<file path="src/rtl/reg_hazard_ctrl.sv">
// reg_hazard_ctrl
//
// Register-hazard controller for a five-stage pipeline. It tracks the
// destination of every in-flight instruction in three slots (E, M, W),
// forwards the youngest producer's value to the D-stage operands, raises
// stall when a producer cannot deliver its result before the consumer needs
// it, and drives the register-file write port from the W slot.
//
// Ports
//   clk, reset            rising-edge clock, synchronous active-high reset
//   d_rs, d_rt            D-stage source register numbers
//   d_tuse_rs, d_tuse_rt  cycles until D needs each operand (0..2)
//   d_rd1, d_rd2          raw register-file read data for d_rs / d_rt
//   d_wr, d_wa, d_tnew    D instruction write enable, destination, latency
//   d_pc                  D instruction PC
//   e_result              E-stage ALU result (valid when E tnew == 0)
//   m_load                M-stage memory read data
//   stall                 hold F/D and insert a bubble into E
//   rs_val, rt_val        forwarded D-stage operands
//   rs_ready, rt_ready    forwarded operand is final
//   w_we, w_wa, w_wd, w_pc register-file write port (from the W slot)

module reg_hazard_ctrl (
  input  logic        clk,
  input  logic        reset,
  input  logic [4:0]  d_rs,
  input  logic [4:0]  d_rt,
  input  logic [1:0]  d_tuse_rs,
  input  logic [1:0]  d_tuse_rt,
  input  logic [31:0] d_rd1,
  input  logic [31:0] d_rd2,
  input  logic        d_wr,
  input  logic [4:0]  d_wa,
  input  logic [1:0]  d_tnew,
  input  logic [31:0] d_pc,
  input  logic [31:0] e_result,
  input  logic [31:0] m_load,
  output logic        stall,
  output logic [31:0] rs_val,
  output logic [31:0] rt_val,
  output logic        rs_ready,
  output logic        rt_ready,
  output logic        w_we,
  output logic [4:0]  w_wa,
  output logic [31:0] w_wd,
  output logic [31:0] w_pc
);

  // E slot
  logic        e_valid_q, e_valid_d;
  logic        e_wr_q,    e_wr_d;
  logic [4:0]  e_wa_q,    e_wa_d;
  logic [1:0]  e_tnew_q,  e_tnew_d;
  logic [31:0] e_pc_q,    e_pc_d;

  // M slot
  logic        m_valid_q, m_valid_d;
  logic        m_wr_q,    m_wr_d;
  logic [4:0]  m_wa_q,    m_wa_d;
  logic [1:0]  m_tnew_q,  m_tnew_d;
  logic [31:0] m_pc_q,    m_pc_d;
  logic [31:0] m_data_q,  m_data_d;

  // W slot
  logic        w_valid_q, w_valid_d;
  logic        w_wr_q,    w_wr_d;
  logic [4:0]  w_wa_q,    w_wa_d;
  logic [1:0]  w_tnew_q,  w_tnew_d;
  logic [31:0] w_pc_q,    w_pc_d;
  logic [31:0] w_data_q,  w_data_d;

  typedef struct packed {
    logic [31:0] val;
    logic [1:0]  tnew;
  } fwd_t;

  fwd_t rs_fwd, rt_fwd;

  function automatic logic [1:0] dec_sat(input logic [1:0] t);
    return (t == 2'd0) ? 2'd0 : t - 2'd1;
  endfunction

  // Youngest matching producer wins. tnew of the winner is returned so the
  // caller can derive both readiness and the stall condition; no match
  // reports tnew 0, which is always ready and never stalls.
  function automatic fwd_t resolve(input logic [4:0] r, input logic [31:0] rd);
    fwd_t f;
    f.val  = rd;
    f.tnew = 2'd0;
    if (r == 5'd0) begin
      f.val = 32'd0;
    end else if (e_valid_q && e_wr_q && (e_wa_q == r)) begin
      f.val  = e_result;
      f.tnew = e_tnew_q;
    end else if (m_valid_q && m_wr_q && (m_wa_q == r)) begin
      f.val  = m_data_q;
      f.tnew = m_tnew_q;
    end else if (w_valid_q && w_wr_q && (w_wa_q == r)) begin
      f.val  = w_data_q;
      f.tnew = w_tnew_q;
    end
    return f;
  endfunction

  always_comb begin
    rs_fwd = resolve(d_rs, d_rd1);
    rt_fwd = resolve(d_rt, d_rd2);
  end

  assign rs_val   = rs_fwd.val;
  assign rt_val   = rt_fwd.val;
  assign rs_ready = (rs_fwd.tnew == 2'd0);
  assign rt_ready = (rt_fwd.tnew == 2'd0);
  assign stall    = (rs_fwd.tnew > d_tuse_rs) || (rt_fwd.tnew > d_tuse_rt);

  // Next-state: E takes the D instruction or a bubble; M and W always
  // advance, even while stalled, so the producer keeps moving toward W.
  always_comb begin
    if (stall) begin
      e_valid_d = 1'b0;
      e_wr_d    = 1'b0;
      e_wa_d    = 5'd0;
      e_tnew_d  = 2'd0;
      e_pc_d    = 32'd0;
    end else begin
      e_valid_d = 1'b1;
      e_wr_d    = d_wr;
      e_wa_d    = d_wa;
      e_tnew_d  = d_tnew;
      e_pc_d    = d_pc;
    end

    m_valid_d = e_valid_q;
    m_wr_d    = e_wr_q;
    m_wa_d    = e_wa_q;
    m_tnew_d  = dec_sat(e_tnew_q);
    m_pc_d    = e_pc_q;
    m_data_d  = e_result;

    w_valid_d = m_valid_q;
    w_wr_d    = m_wr_q;
    w_wa_d    = m_wa_q;
    w_tnew_d  = dec_sat(m_tnew_q);
    w_pc_d    = m_pc_q;
    // A producer still pending in M is a load; its result is the memory data.
    w_data_d  = (m_tnew_q == 2'd0) ? m_data_q : m_load;
  end

  always_ff @(posedge clk) begin
    if (reset) begin
      e_valid_q <= 1'b0;
      e_wr_q    <= 1'b0;
      e_wa_q    <= 5'd0;
      e_tnew_q  <= 2'd0;
      e_pc_q    <= 32'd0;
      m_valid_q <= 1'b0;
      m_wr_q    <= 1'b0;
      m_wa_q    <= 5'd0;
      m_tnew_q  <= 2'd0;
      m_pc_q    <= 32'd0;
      m_data_q  <= 32'd0;
      w_valid_q <= 1'b0;
      w_wr_q    <= 1'b0;
      w_wa_q    <= 5'd0;
      w_tnew_q  <= 2'd0;
      w_pc_q    <= 32'd0;
      w_data_q  <= 32'd0;
    end else begin
      e_valid_q <= e_valid_d;
      e_wr_q    <= e_wr_d;
      e_wa_q    <= e_wa_d;
      e_tnew_q  <= e_tnew_d;
      e_pc_q    <= e_pc_d;
      m_valid_q <= m_valid_d;
      m_wr_q    <= m_wr_d;
      m_wa_q    <= m_wa_d;
      m_tnew_q  <= m_tnew_d;
      m_pc_q    <= m_pc_d;
      m_data_q  <= m_data_d;
      w_valid_q <= w_valid_d;
      w_wr_q    <= w_wr_d;
      w_wa_q    <= w_wa_d;
      w_tnew_q  <= w_tnew_d;
      w_pc_q    <= w_pc_d;
      w_data_q  <= w_data_d;
    end
  end

  assign w_we = w_valid_q && w_wr_q && (w_wa_q != 5'd0);
  assign w_wa = w_wa_q;
  assign w_wd = w_data_q;
  assign w_pc = w_pc_q;

endmodule

</file>
<file path="config.mk">
export PLATFORM = sky130hd
export DESIGN_NAME = reg_hazard_ctrl
export DESIGN_NICKNAME = d
export VERILOG_FILES = /design/src/rtl/reg_hazard_ctrl.sv
export SDC_FILE = /design/constraint.sdc
export NUM_CORES = 1
export LEC_CHECK = 0
export BUFFER_PORTS_ARGS = -buffer_cell sky130_fd_sc_hd__buf_2
export CAP_MARGIN = 15
export CORE_MARGIN = 3
export CORE_UTILIZATION = 52
export CTS_CLUSTER_SIZE = 40
export DETAILED_ROUTE_END_ITERATION = 12
export PLACE_DENSITY = 0.85
export SLEW_MARGIN = 25
export SYNTH_ARGS = -nofsm -noshare
export SYNTH_HDL_FRONTEND = slang
export SYNTH_SLANG_ARGS = --single-unit
</file>
<file path="constraint.sdc">
create_clock -name clk -period 4.3 [get_ports clk]
set_input_delay 0 -clock clk [delete_from_list [all_inputs] [get_ports clk]]
set_output_delay 0 -clock clk [all_outputs]
set_load 0.05 [all_outputs]
</file>
; Yosys cells after proc, flatten, opt, wreduce, memory -nomap -nowiden
; Cells that the tools add are included.
[totals]
inputBits = 184
regBits = 187
elab_cells = 60
output_inout_bits = 137
[op_classes]
n_lt_le_gt_ge = 2
n_addsub = 2
muxes = 12
n_reduce_logical = 21
n_eq_ne = 6
[ops]
columns = operator, count
row1 = $mux W34, 6
row2 = $mux W32, 3
row3 = $eq A5 B5 Y1, 6
row4 = $logic_and A1 B1 Y1, 10
row5 = $logic_not A5 Y1, 2
row6 = $logic_not A2 Y1, 4
row7 = $reduce_or A2 Y1, 3
row8 = $reduce_bool A5 Y1, 1
row9 = $gt A2 B2 Y1, 2
row10 = $mux W2, 2
row11 = $sub A2 B1 Y2 const B, 2
row12 = $logic_or A1 B1 Y1, 1
row13 = $mux W1, 1

; Logic depth before layout (Yosys ltp)
[depth]
word_depth = 9
depth_mapped = 16
mapped_depth_nobuf = 13

; Least setup slack after synthesis
; OpenSTA, ideal clock, no wires.
[synth_path]
kind = flip-flop to flip-flop
from = register w_wa_q[3] (netlist: w_wa[3])
to = register e_pc_q[27]
path_stages_with_launch = 13
path_slack_ps = 1292
t_required_ps = 4241
n_path_buf = 1
arrival_ps = 2949
setup_ps = 59
cell_sequence = dfxtp_1 -> xnor2_1 -> nand3_2 -> nor2_1 -> a311oi_1 -> a221oi_1 -> ha_1 -> a21oi_1 -> a21oi_1 -> or2_2 -> nor2_1 -> clkbuf_1 -> and2_1
[synth_between]
elab_chain_cells = 9
[synth_rtl]
columns = element, line_no
row1 = from (decl), 67  ; logic [4:0] w_wa_q, w_wa_d;
row2 = from (signal assigned), 182  ; w_wa_q <= w_wa_d;
row3 = $eq A5 B5 Y1, 98  ; end else if (w_valid_q && w_wr_q && (w_wa_q == r)) begin
row4 = $logic_and A1 B1 Y1, 98
row5 = $mux W34, 98
row6 = $mux W34, 95  ; end else if (m_valid_q && m_wr_q && (m_wa_q == r)) begin
row7 = $mux W34, 92  ; end else if (e_valid_q && e_wr_q && (e_wa_q == r)) begin
row8 = $mux W2, 90  ; if (r == 5'd0) begin
row9 = $gt A2 B2 Y1, 114  ; assign stall = (rs_fwd.tnew > d_tuse_rs) || (rt_fwd.tnew > d_tuse_rt);
row10 = $logic_or A1 B1 Y1 (*), 114
row11 = via stall, 38  ; output logic stall,
row12 = $reduce_or A2 Y1 (no source line) (*), --
row13 = to (signal assigned), 173  ; e_pc_q <= e_pc_d;
row14 = to (decl), 54  ; logic [31:0] e_pc_q, e_pc_d;
; Mark *: on every way through the listed nets, which the timed path passes. The rest lies on a longest branch.
; A chain may end at the register's enable or synchronous reset.

; Worst setup path after layout
[layout_path]
from = register m_wa_q[4]
to = register e_pc_q[31]
[layout_between]
elab_chain_cells = 8
[layout_rtl]
columns = element, line_no
row1 = from (decl), 59  ; logic [4:0] m_wa_q, m_wa_d;
row2 = from (signal assigned), 176  ; m_wa_q <= m_wa_d;
row3 = $eq A5 B5 Y1, 95
row4 = $logic_and A1 B1 Y1, 95
row5 = $mux W34, 95
row6 = $mux W34, 92
row7 = $mux W2, 90
row8 = $gt A2 B2 Y1, 114
row9 = $logic_or A1 B1 Y1 (*), 114
row10 = $reduce_or A2 Y1 (no source line) (*), --
; Mark *: on every way between the ends. The rest lies on a longest branch, timed or not.

==> summary.md <==
| Metric | Value |
|---|---|
| Syn Nets | 1050 |
| Antenna diodes | 0 |
| Clock tree from TritonCTS | built |
| GRT Residual Overflow | 0 |
| Leak | 5.49 nW |
| Cell accounting for the most synthesized area | dfxtp_1 |
| Clock slew at reported path FFs | 0.08 ns |
| Synth Flop Type | dfxtp_1 |
| CP max stage cell | or2_2 |
| Vias in the first global route | 7628 |
| Place WS | 1.17 ns |
| Critical path's top delay family | simple AND/OR/NAND/NOR gates |
| Worst-Margin Slew | 1.01 ns |
| Initial antenna violation count | 0 |
| FF+latch count, synth | 187 |
| Global Route Usage Sum | 30.8% |
| Peak VDD IR | 368 µV |
| Syn Inst Count | 860 |
| Final worst path period share | 75.4% |
| Fin crit period | 3.24 ns |
| Crit Path Class | reg2reg |
| Worst-path fanout max | 41 |
| Area after DPL | 9530 µm² |
| Power per cell area | 376 nW/µm² |
| Post-route ant nets | 0 |
| Max-cap violations | 0 |
| Row count | 44 |
| Core Footprint | 14800 µm² |
| Routability cong. | 0.923 |
| CP Launch Type | register |
| CP bufs+invs | 1 |
| Post-CTS Setup Bufs | 0 |
| Initial Util | 53.8% |
| Critical Path RT | 4.67 ns |
| Relative slew slack | 32.6% |
| DR vias/cell | 5.50 |
| Die Wd | 130 µm |
| Worst Slack Setup Final | 1.06 ns |
| TritonCTS Buffers | 17 |
| Share of post-route cells with drive strength above 1 | 29.6% |
| Final hold vios | 0 |
| Fillcell total | 964 |
| CTS root buffer | clkbuf_16 |
| Clock skew | 0.0135 ns |
| Register area share after synthesis | 47.2% |
| WHS | 0.211 ns |
| Fin Setup TNS | 0 ns |
| Initial detailed-routing violation count | 642 |
| Worst min-delay path category | in2reg |
| Syn. warnings | 0 |
| Total wire length | 27100 µm |
| Area growth syn-to-layout | 40.8% |
| Chip Height | 130 µm |
| Unique masters post-synth | 41 |
| H-tree levels | 4 |
| Die area | 16800 µm² |
| Drt first pass iters | 5 |
| Fmax | 0.308 GHz |
| Avg Inst Size Synth | 9.22 µm² |
| Pin count of the biggest net entering global routing | 103 |
| PortBufs | 320 |
| Routed WL per cell | 18.7 µm |
| Post-synth EDFFs | 0 |
| Syn Std Cell Area | 7930 µm² |
| Reg2reg setup slack | 1.06 ns |
| Arr. time, crit path | 3.61 ns |
| Top Ports | 321 |
| Final Slew Violations | 0 |
| Clk_lat worst skew | 0.43 ns |
| First-pass GRT wire length | 40100 µm |
| Via Count | 7957 |
| Top cells by area, synth | dfxtp_1 47%, nor2b_1 8.7%, mux2i_1 8.1% |
| Critical Path Max Stage Delay | 0.57 ns |
| Clock sinks | 187 |
| Worst Setup End Kind | register |
| Top cell type's share of synthesized area | 47.2% |
| Post-route cell area | 11200 µm² |
| Post-layout nets | 1440 |
| Cell Chain, Critical Path | xnor2_1, nand4_1, or2_2, a311oi_1, a221oi_1, ha_1, a21oi_1, a21oi_1, or2_2, nor2_2, buf_4, and2_1 |
| # DRC | 0 |
| Final HPWL from detailed placement | 16900 µm |
| RSZ-0062 raised after global routing | no |
| Async set-reset flop share out of synthesis | 0% |
| Setup violations, final | 0 |
| Clk buf depth | 2 |
| Status | complete, no violations |
[metrics by stage]
step / power [W] / utilization [%] / std cells
6_report: 0.00420 / 75.7 / 1447
5_1_grt: 0.00435 / 75.7 / 1447
4_1_cts: 0.00419 / 75.7 / 1447
3_5_place_dp: 0.00257 / 64.6 / 1311
3_3_place_gp: 0.00256 / 64.6 / 1311
2_1_floorplan: 0.00235 / - / 860
[cell usage after synthesis, drive strengths merged, types with 4 or more instances]
| cell type | count |
|---|---|
| nand3 | 4 |
| a21oi | 38 |
| nor2b | 110 |
| mux2i | 64 |
| nand4 | 5 |
| inv | 8 |
| nor3 | 11 |
| dfxtp | 187 |
| buf | 29 |
| nand2 | 70 |
| ha | 6 |
| clkbuf | 35 |
| nor2 | 104 |
| and2 | 43 |
| xor2 | 7 |
| xnor2 | 23 |
| a22o | 64 |
| a31oi | 33 |
[cells in the final DEF, fill, tap and decap left out, types with 12 or more instances in the layout]
cell type / n
buf_2: 319
dlygate4sd3_1: 104
nand2_1: 70
nor2_1: 102
mux2i_1: 64
and2_1: 43
xnor2_1: 23
a31oi_1: 33
a22o_1: 64
dfxtp_1: 187
clkbuf_16: 17
a21oi_1: 37
buf_4: 12
nor2b_1: 110
[power by group]
part           total (W)  switching [W]  internal (W)
clock            0.00157       0.000755      0.000814
sequential       0.00187      0.0000512       0.00182
combinational   0.000763       0.000467      0.000296
[timing repair]
| action | CTS | global route |
|---|---|---|
| resized for setup | 0 | 0 |
| hold endpoints to repair | 104 | 0 |
| hold buffers | 104 | 0 |
[path summary, 6_finish.rpt]
path                from           to  cells after the start
max            m_wa_q[4]   e_pc_q[31]                     12
min                reset     w_pc[24]                      2
max reg2reg    m_wa_q[4]   e_pc_q[31]                     12
min reg2reg  m_tnew_q[0]  w_tnew_q[0]                      1
[kinds of logic (layout without fill, tap and decap cells)]
kind of cell	after synthesis	after routing	synth area share (%)
AND/OR/NAND/NOR	354	354	22.6
flip-flops	187	187	47.2
AO/OA/AOI/OAI	147	147	13.3
buffers and inverters	72	475	4.59
multiplexers	64	64	8.08
XOR/XNOR	30	30	3.31
adder cells (fa/ha/maj)	6	6	0.946
[registers in the layout, indices dropped and copies added (netlist names), 2 cells and up]
| signal | cells |
|---|---|
| w_tnew_q | 2 |
| w_wd | 32 |
| w_wa | 5 |
| m_pc_q | 32 |
| e_tnew_q | 2 |
| e_wa_q | 5 |
| e_pc_q | 32 |
| m_tnew_q | 2 |
| m_wa_q | 5 |
| w_pc | 32 |
| m_data_q | 32 |
[metal layers]
metal  part of all wire [%]  global-route usage, %  vias to the layer above
li1                       -                      -                     3688
met1                     36                   34.5                     3668
met2                     50                   54.0                      490
met3                    8.6                   7.79                      111
met4                    4.7                   16.3                        0
met5                      0                      0                        -
[layout make-up]
cell class	count	area (µm²)	share of cell area (%)
Multi-Input combinational cell	601	3840	34.4
Sequential cell	187	3740	33.5
Timing Repair Buffer	435	2730	24.4
Clock buffer	19	453	4.06
Tap cell	184	230	2.06
Clock inverter	13	139	1.24
Inverter	8	30.0	0.269
Power figures use the tool's default switching activity.
